$ cat src/rtl/rect_request_feeder_pkg.sv
// Shared types and defaults for the rectangle request feeder.
// Request bundle layout and the dimension legality helper.
package rect_request_feeder_pkg;

    localparam int DEPTH_C       = 8;
    localparam int SLOT_CYCLES_C = 4;
    localparam int MIN_DIM_C     = 4;
    localparam int MAX_DIM_C     = 16;
    localparam int DIM_W         = 5;

    typedef struct packed {
        logic [DIM_W-1:0] width;
        logic [DIM_W-1:0] height;
    } rect_req_t;

    function automatic logic dim_ok(
        input logic [DIM_W-1:0] d,
        input int               lo,
        input int               hi
    );
        return (int'(d) >= lo) && (int'(d) <= hi);
    endfunction

endpackage

$ cat src/rtl/rect_request_feeder_if.sv
// Request-side valid/ready handshake bundle.
// Master drives a request; slave answers with ready.
interface rect_request_feeder_if;
    import rect_request_feeder_pkg::*;

    logic             in_valid;
    logic             in_ready;
    logic [DIM_W-1:0] in_width;
    logic [DIM_W-1:0] in_height;

    modport master (
        output in_valid,
        output in_width,
        output in_height,
        input  in_ready
    );

    modport slave (
        input  in_valid,
        input  in_width,
        input  in_height,
        output in_ready
    );

endinterface

$ cat src/rtl/rect_request_feeder_fifo.sv
// Request FIFO: async active-high reset, no bypass path.
// Extra pointer bit distinguishes full from empty.
module rect_fifo
    import rect_request_feeder_pkg::*;
#(
    parameter int DEPTH = DEPTH_C
) (
    input  logic                   clk_i,
    input  logic                   rst_i,
    input  logic                   push_i,
    input  logic                   pop_i,
    input  rect_req_t              din_i,
    output rect_req_t              dout_o,
    output logic                   full_o,
    output logic                   empty_o,
    output logic [$clog2(DEPTH):0] level_o
);

    localparam int AW = $clog2(DEPTH);

    rect_req_t     mem_q [DEPTH];
    logic [AW:0]   wptr_q;
    logic [AW:0]   wptr_d;
    logic [AW:0]   rptr_q;
    logic [AW:0]   rptr_d;
    logic          do_push;
    logic          do_pop;

    assign level_o = wptr_q - rptr_q;
    assign full_o  = (level_o == (AW+1)'(DEPTH));
    assign empty_o = (wptr_q == rptr_q);
    assign dout_o  = mem_q[rptr_q[AW-1:0]];

    assign do_push = push_i && !full_o;
    assign do_pop  = pop_i && !empty_o;

    always_comb begin
        wptr_d = wptr_q;
        rptr_d = rptr_q;
        if (do_push) begin
            wptr_d = wptr_q + 1'b1;
        end
        if (do_pop) begin
            rptr_d = rptr_q + 1'b1;
        end
    end

    always_ff @(posedge clk_i or posedge rst_i) begin
        if (rst_i) begin
            wptr_q <= '0;
            rptr_q <= '0;
        end else begin
            wptr_q <= wptr_d;
            rptr_q <= rptr_d;
        end
    end

    // Storage needs no reset: pointers alone define validity.
    always_ff @(posedge clk_i) begin
        if (do_push) begin
            mem_q[wptr_q[AW-1:0]] <= din_i;
        end
    end

endmodule

$ cat src/rtl/rect_request_feeder.sv
// Feeds one buffered rectangle request per placement slot,
// held stable for the slot; filters illegal sizes and counts.
module rect_request_feeder
    import rect_request_feeder_pkg::*;
#(
    parameter int DEPTH       = DEPTH_C,
    parameter int SLOT_CYCLES = SLOT_CYCLES_C,
    parameter int MIN_DIM     = MIN_DIM_C,
    parameter int MAX_DIM     = MAX_DIM_C
) (
    input  logic                   clk_i,
    input  logic                   rst_i,
    input  logic                   enable_i,
    rect_request_feeder_if.slave   req_if,
    output logic [DIM_W-1:0]       width_o,
    output logic [DIM_W-1:0]       height_o,
    output logic                   valid_o,
    output logic                   slot_start_o,
    output logic [$clog2(DEPTH):0] level_o,
    output logic [7:0]             drop_cnt_o,
    output logic [15:0]            issued_cnt_o
);

    localparam int PW = (SLOT_CYCLES > 1) ? $clog2(SLOT_CYCLES) : 1;
    localparam logic [PW-1:0] PH_LAST = PW'(SLOT_CYCLES - 1);

    logic [PW-1:0]    ph_q;
    logic [PW-1:0]    ph_d;
    rect_req_t        out_q;
    rect_req_t        out_d;
    logic             valid_q;
    logic             valid_d;
    logic [7:0]       drop_q;
    logic [7:0]       drop_d;
    logic [15:0]      issued_q;
    logic [15:0]      issued_d;

    rect_req_t        head;
    rect_req_t        din;
    logic             full;
    logic             empty;
    logic             hs;
    logic             legal;
    logic             push;
    logic             pop;
    logic             last;

    assign din.width  = req_if.in_width;
    assign din.height = req_if.in_height;

    assign req_if.in_ready = !full;
    assign hs    = req_if.in_valid && !full;
    assign legal = dim_ok(req_if.in_width, MIN_DIM, MAX_DIM)
                && dim_ok(req_if.in_height, MIN_DIM, MAX_DIM);
    assign push  = hs && legal;
    assign last  = (ph_q == PH_LAST);
    // Pop decision uses registered empty: a same-cycle push waits a slot.
    assign pop   = last && enable_i && !empty;

    rect_fifo #(
        .DEPTH(DEPTH)
    ) u_fifo (
        .clk_i  (clk_i),
        .rst_i  (rst_i),
        .push_i (push),
        .pop_i  (pop),
        .din_i  (din),
        .dout_o (head),
        .full_o (full),
        .empty_o(empty),
        .level_o(level_o)
    );

    always_comb begin
        ph_d     = last ? '0 : ph_q + 1'b1;
        out_d    = out_q;
        valid_d  = valid_q;
        drop_d   = drop_q;
        issued_d = issued_q;
        if (last) begin
            out_d   = pop ? head : '0;
            valid_d = pop;
        end
        if (pop) begin
            issued_d = issued_q + 16'd1;
        end
        if (hs && !legal && drop_q != 8'hFF) begin
            drop_d = drop_q + 8'd1;
        end
    end

    always_ff @(posedge clk_i or posedge rst_i) begin
        if (rst_i) begin
            ph_q     <= '0;
            out_q    <= '0;
            valid_q  <= 1'b0;
            drop_q   <= '0;
            issued_q <= '0;
        end else begin
            ph_q     <= ph_d;
            out_q    <= out_d;
            valid_q  <= valid_d;
            drop_q   <= drop_d;
            issued_q <= issued_d;
        end
    end

    assign width_o      = out_q.width;
    assign height_o     = out_q.height;
    assign valid_o      = valid_q;
    assign slot_start_o = (ph_q == '0);
    assign drop_cnt_o   = drop_q;
    assign issued_cnt_o = issued_q;

endmodule
$ cat src/flat_wrapper.sv
// flat-port wrapper written by rule: the top's interface ports become plain ports
module rect_request_feeder_flat import rect_request_feeder_pkg::*;
#(
    parameter int DEPTH       = DEPTH_C,
    parameter int SLOT_CYCLES = SLOT_CYCLES_C,
    parameter int MIN_DIM     = MIN_DIM_C,
    parameter int MAX_DIM     = MAX_DIM_C
)
  (clk_i, rst_i, enable_i, width_o, height_o, valid_o, slot_start_o, level_o, drop_cnt_o, issued_cnt_o, req_if_in_valid, req_if_in_width, req_if_in_height, req_if_in_ready);
  rect_request_feeder_if req_if_i ();
  input  logic clk_i;
  input  logic rst_i;
  input  logic enable_i;
  output logic [DIM_W-1:0] width_o;
  output logic [DIM_W-1:0] height_o;
  output logic valid_o;
  output logic slot_start_o;
  output logic [$clog2(DEPTH):0] level_o;
  output logic [7:0] drop_cnt_o;
  output logic [15:0] issued_cnt_o;
  input wire logic [$bits(req_if_i.in_valid)-1:0] req_if_in_valid;
  input wire logic [$bits(req_if_i.in_width)-1:0] req_if_in_width;
  input wire logic [$bits(req_if_i.in_height)-1:0] req_if_in_height;
  output wire logic [$bits(req_if_i.in_ready)-1:0] req_if_in_ready;
  assign req_if_i.in_valid = req_if_in_valid;
  assign req_if_i.in_width = req_if_in_width;
  assign req_if_i.in_height = req_if_in_height;
  assign req_if_in_ready = req_if_i.in_ready;
  rect_request_feeder #(.DEPTH(DEPTH), .SLOT_CYCLES(SLOT_CYCLES), .MIN_DIM(MIN_DIM), .MAX_DIM(MAX_DIM)) u_core (.clk_i(clk_i), .rst_i(rst_i), .enable_i(enable_i), .req_if(req_if_i), .width_o(width_o), .height_o(height_o), .valid_o(valid_o), .slot_start_o(slot_start_o), .level_o(level_o), .drop_cnt_o(drop_cnt_o), .issued_cnt_o(issued_cnt_o));
endmodule
$ cat config.mk
export PLATFORM = sky130hd
export DESIGN_NAME = rect_request_feeder_flat
export DESIGN_NICKNAME = d
export VERILOG_FILES = /design/src/rtl/rect_request_feeder_pkg.sv /design/src/rtl/rect_request_feeder_if.sv /design/src/rtl/rect_request_feeder_fifo.sv /design/src/rtl/rect_request_feeder.sv /design/src/flat_wrapper.sv
export SDC_FILE = /design/constraint.sdc
export NUM_CORES = 1
export LEC_CHECK = 0
export ABC_AREA = 1
export CAP_MARGIN = 20
export CORE_ASPECT_RATIO = 0.6
export CORE_UTILIZATION = 55
export CTS_CLUSTER_SIZE = 40
export DETAILED_ROUTE_END_ITERATION = 12
export PLACE_DENSITY = 0.76
export RECOVER_POWER = 25
export REMOVE_ABC_BUFFERS = 1
export SKIP_LAST_GASP = 1
export SYNTH_ARGS = -nofsm -noshare
export SYNTH_HDL_FRONTEND = slang
export SYNTH_HIERARCHICAL = 1
export SYNTH_SLANG_ARGS = --single-unit
export TNS_END_PERCENT = 10
$ cat constraint.sdc
create_clock -name clk_i -period 7.1 [get_ports clk_i]
set_input_delay 1.065 -clock clk_i [delete_from_list [all_inputs] [get_ports clk_i]]
set_output_delay 1.065 -clock clk_i [all_outputs]
set_load 0.05 [all_outputs]
; Word-level counts from Yosys, hierarchy flattened
; Memories as Yosys holds them, arrays and structs flattened.
; Index checks and enable logic that the tools add are counted.
[totals]
output_inout_bits = 41
input_bits = 14
memories = 1
elab_cells = 42
mem_bits_rw = 80
register_bits = 45
[mem_list]
columns = memory, depth, word_bits, rd, rd_clocked_by_memory_dff, wr, line
row1 = u_core.u_fifo.mem_q, 8, 10, 1, 0, 1, rect_request_feeder_fifo.sv:21  ; rect_req_t mem_q [DEPTH];
[classes]
n_addsub = 6
n_lt_le_gt_ge = 4
n_mux = 4
reduce_logical = 15
eq_ne = 4
[ops]
columns = op, n
row1 = $add A16 B1 Y16 const B, 1
row2 = $logic_and A1 B1 Y1, 11
row3 = $ge A5 B3 Y1 const B, 2
row4 = $le A5 B5 Y1 const B, 2
row5 = $mux W10, 1
row6 = $add A4 B1 Y4 const B, 2
row7 = $add A8 B1 Y8 const B, 1
row8 = $ne A8 B8 Y1 const B, 1
row9 = $eq A4 B4 Y1, 1
row10 = $eq A4 B4 Y1 const B, 1
row11 = $sub A4 B4 Y4, 1
row12 = $logic_not A1 Y1, 3
row13 = $add A2 B1 Y2 const B, 1
row14 = $eq A2 B2 Y1 const B, 1
row15 = $logic_not A2 Y1, 1
row16 = $mux W1, 2
row17 = $mux W2, 1

; Depth between registers and ports, before layout
; Gate-level depths: netlist of the first run.
[logic_depth]
ltp_word = 8
mapped_depth = 18
mapped_depth_nobuf = 18

; By module
; Netlist of the first run, hierarchy kept.
[modules_own_cells]
columns = module, n_inst, cells_each, seq_area_each_um2, area_per_inst_um2
row1 = rect_fifo, 1, 318, 2602.5, 3683.5
row2 = rect_request_feeder, 1, 240, 925.9, 1925.6

; Worst setup path before layout of the first run
; Ideal clock, no wire load.
[synth_path]
kind = reg-to-reg
from = register u_core.u_fifo.wptr_q[0]
to = memory u_core/u_fifo/mem_q[4][0] (netlist bit), enable pin
stages_incl_launch_ff = 16
path_buffers = 0
setup_ns = 0.376
arrival_ns = 3.692
period_less_slack_ns = 4.068
path_slack_ns = 3.032
required_ns = 6.724
path_cell_list = dfrtp_1 > inv_1 > ha_1 > inv_1 > fa_1 > nand2_1 > inv_1 > nor2_1 > nor2_1 > nand3_2 > inv_1 > inv_1 > nand2_1 > nor2_1 > nand3_1 > nor2_1
[synth_between]
elab_chain_len = 8
[synth_rtl]
columns = element, line
row1 = "start, declared", rect_request_feeder_fifo.sv:22  ; logic [AW:0] wptr_q;
row2 = "start signal, assigned", rect_request_feeder_fifo.sv:53  ; wptr_q <= wptr_d;
row3 = $sub A4 B4 Y4, rect_request_feeder_fifo.sv:29  ; assign level_o = wptr_q - rptr_q;
row4 = via level_o[2], flat_wrapper.sv:18  ; output logic [$clog2(DEPTH):0] level_o;
row5 = $eq A4 B4 Y1, rect_request_feeder_fifo.sv:30  ; assign full_o = (level_o == (AW+1)'(DEPTH));
row6 = via u_core.full, rect_request_feeder.sv:40  ; logic full;
row7 = $logic_not A1 Y1, --
row8 = via req_if_in_ready, flat_wrapper.sv:24  ; output wire logic [$bits(req_if_i.in_ready)-1:0] req_if_in_ready;
row9 = $logic_and A1 B1 Y1, rect_request_feeder.sv:52  ; assign hs = req_if.in_valid && !full;
row10 = $logic_and A1 B1 Y1, rect_request_feeder.sv:55  ; assign push = hs && legal;
row11 = via u_core.push, rect_request_feeder.sv:44  ; logic push;
row12 = $logic_and A1 B1 Y1, rect_request_feeder_fifo.sv:34  ; assign do_push = push_i && !full_o;
row13 = $mux W1, rect_request_feeder_fifo.sv:60  ; if (do_push) begin
row14 = $mux W1 (not written as such), rect_request_feeder_fifo.sv:61  ; mem_q[wptr_q[AW-1:0]] <= din_i;
row15 = "end, declared", rect_request_feeder_fifo.sv:21
; The timed path passes the listed nets, and every way through them passes these cells.

; Worst setup path in the final report of the first run
[layout_path]
from = register u_core.u_fifo.rptr_q[1]
to = output req_if_in_ready
[layout_between]
elab_chain_len = 3
[layout_rtl]
columns = element, line
row1 = "start, declared", rect_request_feeder_fifo.sv:24  ; logic [AW:0] rptr_q;
row2 = "start signal, assigned", rect_request_feeder_fifo.sv:54  ; rptr_q <= rptr_d;
row3 = $sub A4 B4 Y4, rect_request_feeder_fifo.sv:29
row4 = $eq A4 B4 Y1, rect_request_feeder_fifo.sv:30
row5 = via u_core.full, rect_request_feeder.sv:40
row6 = $logic_not A1 Y1, rect_request_feeder.sv:51  ; assign req_if.in_ready = !full;
row7 = "end, declared", flat_wrapper.sv:24
; The timed path passes the listed nets, and every way through them passes these cells.

==> out/qor.yml, run 1 <==
status:
  outcome: "finished clean"
critical_path:
  crit_family: "buffers and inverters"
  cp-end-kind: "output port"
  required_ps: 6030
  r2r_cells: 13
  cp_cell_sequence: "inv_1 -> fa_1 -> or2_0 -> nor2_1 -> nand3_2 -> inv_1 -> inv_1 -> clkdlybuf4s50_1"
  path_buf_inv: 4
  critical_path_depth: 8
  worstSetupPathType: "flip-flop to output port"
  cp-start-kind: "flip-flop"
  worstPathArrival_ps: 3730
  worstPathMaxFanout: 23
  cpMaxStageDelayCell: "dfrtp_1"
  cp_common_cell: "inv_1"
  cp_slowest_stage_delay_ps: 760
clocking:
  insertion_delay_ps: 420
  cts_buffers: 17
  cts.sinks: 125
  cts_hold_buffers: 0
  cts-root-buf: "clkbuf_16"
  cts_tree: "built"
  cts.reportedPaths.clkPinSlew_ps: 50
  cts.path.max_buffers: 2
  cts_setup_buffers: 0
  cts-resized-gates: 0
  htreeDepth: 4
cells_and_area:
  drive_gt1_frac: 0.0762
  area_growth_pct: 23.4
  diodes: 0
  nFillCells: 716
  final_util: 0.701
  nets: 641
timing:
  tns_ps: 0
  fin_hold_ws_ps: 467
  hold_viol_final: 0
  clock_skew_ps: 9.87
  setup_viol: 0
  rsz0062_at_grt: "false"
  period_share: 0.676
  slew_violations: 0
  relSlewSlack: 0.290
  tightestPinTransition_ps: 1060
  fin_crit_ps: 4800
  timing.fmax_ghz: 0.208
grt:
  antenna_found_initial: 0
  grt_pass1_vias: 4021
  grt-ovfl-total: 0
  grt_use_total: 0.262
  grt_first_pass_wirelength_um: 20600
  grt_start_max_net_pins: 45
drt:
  routed_wl_um: 12900
  drtIter0Drc: 412
  ant_nets: 0
  dr_total_vias: 4184
  drcViolationCount: 0
  via_per_inst: 5.47
  wire_per_inst_um: 16.8
  dr.pass1.iters: 5
logic_synthesis:
  ys_top_cells_by_area: "edfxtp_1, dfrtp_1, nand2_1"
  synthCells: 558
  yosys.area.top_type: "edfxtp_1"
  synth-main-ff-cell: "edfxtp_1"
  yosys-top-cells-count: "nand2_1, edfxtp_1, nor2_1"
  syn_area_per_cell_sq_um: 10.1
  synth.most_common_cell: "nand2_1"
  async_flop_share: 0.360
  yosysWarningCount: 6
  syn_area_sq_um: 5610
  synth_enable_flop_cells: 80
  synth_cell_types: 28
  ys_ff_latch: 125
  synth_top_area_share: 0.428
  ys_seq_area_frac: 0.629
floorplan:
  ios: 55
  die_h_um: 80.2
  coreArea_sq_um: 9880
  die_area_sq_um: 10600
  rows: 28
  start_util: 0.568
  die_width_um: 132
hold_path:
  hp-class: "flip-flop to flip-flop"
  worstHoldPathCells: 1
flow_run:
  maxCapViolations: 0
power:
  ir_drop_mv: 0.416
  p_leak_nw: 2.82
  p_per_area_nw_per_um2: 435
place:
  port_buffers: 54
  dpl.hpwl_um: 8460
  gp_congestion: 0.879
[state kept, by name, indices dropped and copies added, names as in the netlist]
signal                flops
u_core/drop_cnt_o         8
u_core/height_o           5
u_core/issued_cnt_o      16
u_core/ph_q               2
u_core/u_fifo/mem_q      80
u_core/u_fifo/rptr_q      4
u_core/u_fifo/wptr_q      4
u_core/valid_o            1
u_core/width_o            5
[routing by layer]
layer,share of wire,up-vias,GRT usage
li1,-,1968,-
met1,0.46,2023,0.362
met2,0.45,183,0.396
met3,0.078,10,0.0821
met4,0.0071,0,0.0851
met5,0,-,0
[layout make-up]
class | count | area (sq um) | share of cell area
tap | 135 | 169 | 0.0244
clock inverter | 13 | 196 | 0.0284
multi-input combinational | 359 | 1800 | 0.260
clock buffer | 19 | 433 | 0.0625
timing repair buffer | 57 | 583 | 0.0842
inverter | 57 | 214 | 0.0309
sequential | 125 | 3530 | 0.510
[path summary, 6_finish.rpt]
check                                   startpoint                        end  slack, ps
setup / recovery           u_core/u_fifo/rptr_q[1]            req_if_in_ready       2300
hold / removal                      u_core/ph_q[0]             u_core/ph_q[0]        470
setup reg to reg           u_core/u_fifo/rptr_q[1]  u_core/u_fifo/mem_q[2][9]       2680
hold reg to reg                     u_core/ph_q[0]             u_core/ph_q[0]        470
max in group asynchronous                    rst_i     u_core/issued_cnt_o[0]       5310
min in group asynchronous                    rst_i       u_core/drop_cnt_o[2]       1080
[layout by cell type (no fill, tap or decap), types with 2 or more instances in the layout]
| cell | n |
|---|---|
| nand2_1 | 133 |
| inv_1 | 55 |
| nand4_1 | 4 |
| nor2_4 | 2 |
| clkdlybuf4s50_1 | 45 |
| clkinvlp_4 | 2 |
| ha_1 | 9 |
| nand3_1 | 26 |
| o21ai_0 | 49 |
| xnor2_1 | 8 |
| a21oi_1 | 2 |
| nand3_2 | 5 |
| edfxtp_1 | 80 |
| nand2_4 | 2 |
| nand3b_1 | 2 |
| clkinv_1 | 2 |
| xor2_1 | 8 |
| bufinv_16 | 5 |
| o21ai_1 | 4 |
| nor2_1 | 76 |
| nand2_2 | 2 |
| clkinv_2 | 3 |
| nor2_2 | 2 |
| buf_4 | 2 |
| clkbuf_16 | 17 |
| clkbuf_1 | 2 |
| dlygate4sd3_1 | 9 |
| inv_2 | 2 |
| o22ai_1 | 20 |
| dfrtp_1 | 45 |
[power breakdown]
group | internal (mW) | total [mW] | switching [mW]
registers | 0.859 | 0.961 | 0.101
clock network | 0.618 | 0.925 | 0.307
logic | 0.356 | 1.12 | 0.768
[logic make-up (layout without fill, tap and decap cells)]
logic type                 Yosys count  after routing  share of synthesized area
AOI/OAI and AO/OA                   76             76                     0.0727
xor gates and xnor gates            16             16                     0.0250
adders and majority gates           10             10                     0.0236
buffers and inverters               74            146                     0.0504
DFF                                125            125                      0.629
and+or+nand+nor                    257            257                      0.199
[through the flow]
step | cell area (sq um) | setup WS, ps | std cells | total power [mW]
after global routing | 6920 | 2030 | 765 | 3.16
after floorplan | 5540 | 2540 | 541 | 1.70
after global placement | 6260 | 2900 | 732 | 2.02
after CTS | 6890 | 2320 | 764 | 2.99
after detailed placement | 6260 | 2750 | 732 | 2.06
final | 6920 | 2300 | 765 | 3.01
Power figures use the tool's default switching activity.
==> inputs of run 2 (changes only) <==
==> constraint.sdc (replaced) <==
create_clock -name clk_i -period 4.9 [get_ports clk_i]
set_input_delay 0.735 -clock clk_i [delete_from_list [all_inputs] [get_ports clk_i]]
set_output_delay 0.735 -clock clk_i [all_outputs]
set_load 0.05 [all_outputs]
==> out/qor.yml, run 2 (synthesized netlist as in run 1, its figures left out) <==
critical_path:
  cp-end-kind: "output port"
  worstPathMaxFanout: 23
  path_buf_inv: 4
  worstSetupPathType: "flip-flop to output port"
  worstPathArrival_ps: 3610
  cp_cell_sequence: "inv_1 -> fa_1 -> or2_0 -> nor2_1 -> nand3_2 -> inv_1 -> inv_1 -> clkdlybuf4s50_1"
  crit_family: "buffers and inverters"
  cp_slowest_stage_delay_ps: 760
  cpMaxStageDelayCell: "dfrtp_1"
  cp-start-kind: "flip-flop"
  required_ps: 4160
  cp_common_cell: "inv_1"
timing:
  tns_ps: 0
  slew_violations: 0
  relSlewSlack: 0.347
  timing.fmax_ghz: 0.230
  clock_skew_ps: 9.86
  rsz0062_at_grt: "false"
  period_share: 0.887
  setup_viol: 0
  hold_viol_final: 0
  fin_crit_ps: 4350
  tightestPinTransition_ps: 977
grt:
  grt_first_pass_wirelength_um: 21600
  grt_start_max_net_pins: 44
  grt_use_total: 0.280
  antenna_found_initial: 0
  grt_pass1_vias: 3949
  grt-ovfl-total: 0
floorplan:
  start_util: 0.568
  ios: 55
  die_h_um: 80.2
  coreArea_sq_um: 9880
  rows: 28
  die_area_sq_um: 10600
  die_width_um: 132
place:
  dpl.hpwl_um: 9250
  place_area_sq_um: 6300
  gp_congestion: 0.882
  port_buffers: 54
  placedCellCount: 737
drt:
  route.met2.wl_um: 5670
  topRoutingLayerUsed: "met4"
  wl_met3_um: 1530
  dr.pass1.iters: 5
  wire_per_inst_um: 17.8
  drcViolationCount: 0
  via_per_inst: 5.51
  routed_wl_um: 13700
  dr_total_vias: 4241
  drtIter0Drc: 482
  wl_met1_um: 6380
  ant_nets: 0
cells_and_area:
  largest_reg_flops: 80
  most-common-layout-cells: "nand2_1, edfxtp_1, nor2_1"
  regArea_sq_um: 3530
  nFillCells: 708
  multi_input_area_sq_um: 1800
  fin_cells: 769
  diodes: 0
  area_growth_pct: 23.0
  layout_commonest_cell: "nand2_1"
  nets: 645
  final_area_sq_um: 6900
  drive_gt1_frac: 0.0820
power:
  ir_drop_mv: 0.796
  p_leak_nw: 2.81
  p_per_area_nw_per_um2: 624
flow_run:
  maxCapViolations: 0
status:
  outcome: "finished clean"
clocking:
  cts.sinks: 125
  cts_setup_buffers: 0
  cts.path.max_buffers: 2
  cts-resized-gates: 0
  cts.reportedPaths.clkPinSlew_ps: 60
  cts_hold_buffers: 0
  cts-root-buf: "clkbuf_16"
  cts_buffers: 17
  cts_tree: "built"
  insertion_delay_ps: 410
  htreeDepth: 4
hold_path:
  hp-class: "flip-flop to flip-flop"
-- run 2: final cells by class --
cell class	instances	share of cell area
Timing Repair Buffer	61	0.0838
Sequential cell	125	0.511
Clock buffer	17	0.0616
Multi-Input combinational cell	359	0.261
Inverter	57	0.0310
Tap cell	135	0.0245
Clock inverter	15	0.0274
-- run 2: per-layer routing --
metal / vias to the layer above / track usage
met1: 2027 / 0.415
met4: 0 / 0.0701
li1: 1986 / -
met2: 214 / 0.384
met3: 14 / 0.101
met5: - / 0
-- run 2: final timing paths --
path | start | end | slack [ps] | cells past startpoint
worst max-delay path | u_core/u_fifo/rptr_q[1] | req_if_in_ready | 550 | 8
worst min-delay path | u_core/ph_q[0] | u_core/ph_q[0] | 480 | 1
worst max register to register | u_core/u_fifo/rptr_q[1] | u_core/u_fifo/mem_q[2][3] | 610 | 13
worst min register to register | u_core/ph_q[0] | u_core/ph_q[0] | 480 | 1
max in group asynchronous | rst_i | u_core/ph_q[1] | 3440 | 3
min in group asynchronous | rst_i | u_core/drop_cnt_o[5] | 760 | 2
-- run 2: power by group --
part | switching [mW] | internal [mW]
sequential | 0.155 | 1.25
clock | 0.476 | 0.807
combinational | 1.12 | 0.497
total | 1.76 | 2.55
-- run 2: worst register-to-register path, cell delays in order, from the launching register on --
cell     delay, ps
dfrtp_1        760
inv_1          460
fa_1           540
nand2_1         90
inv_1           50
nor2_1         140
nor2_1          70
nand3_2        160
inv_1           60
inv_1           70
nand2_1         90
nor2_1         370
nand3_1        240
nor2_1         790
-- run 2: per-stage QoR --
stage          worst slack [ps]  total power, mW  hold slack, ps  utilization
3_5_place_dp                786             2.99             451        0.638
6_report                    553             4.30             484        0.699
3_3_place_gp               1010             2.97             443        0.638
5_1_grt                     224             4.53             511        0.699
2_1_floorplan               340             2.46             432            -
4_1_cts                     621             4.29             487        0.700
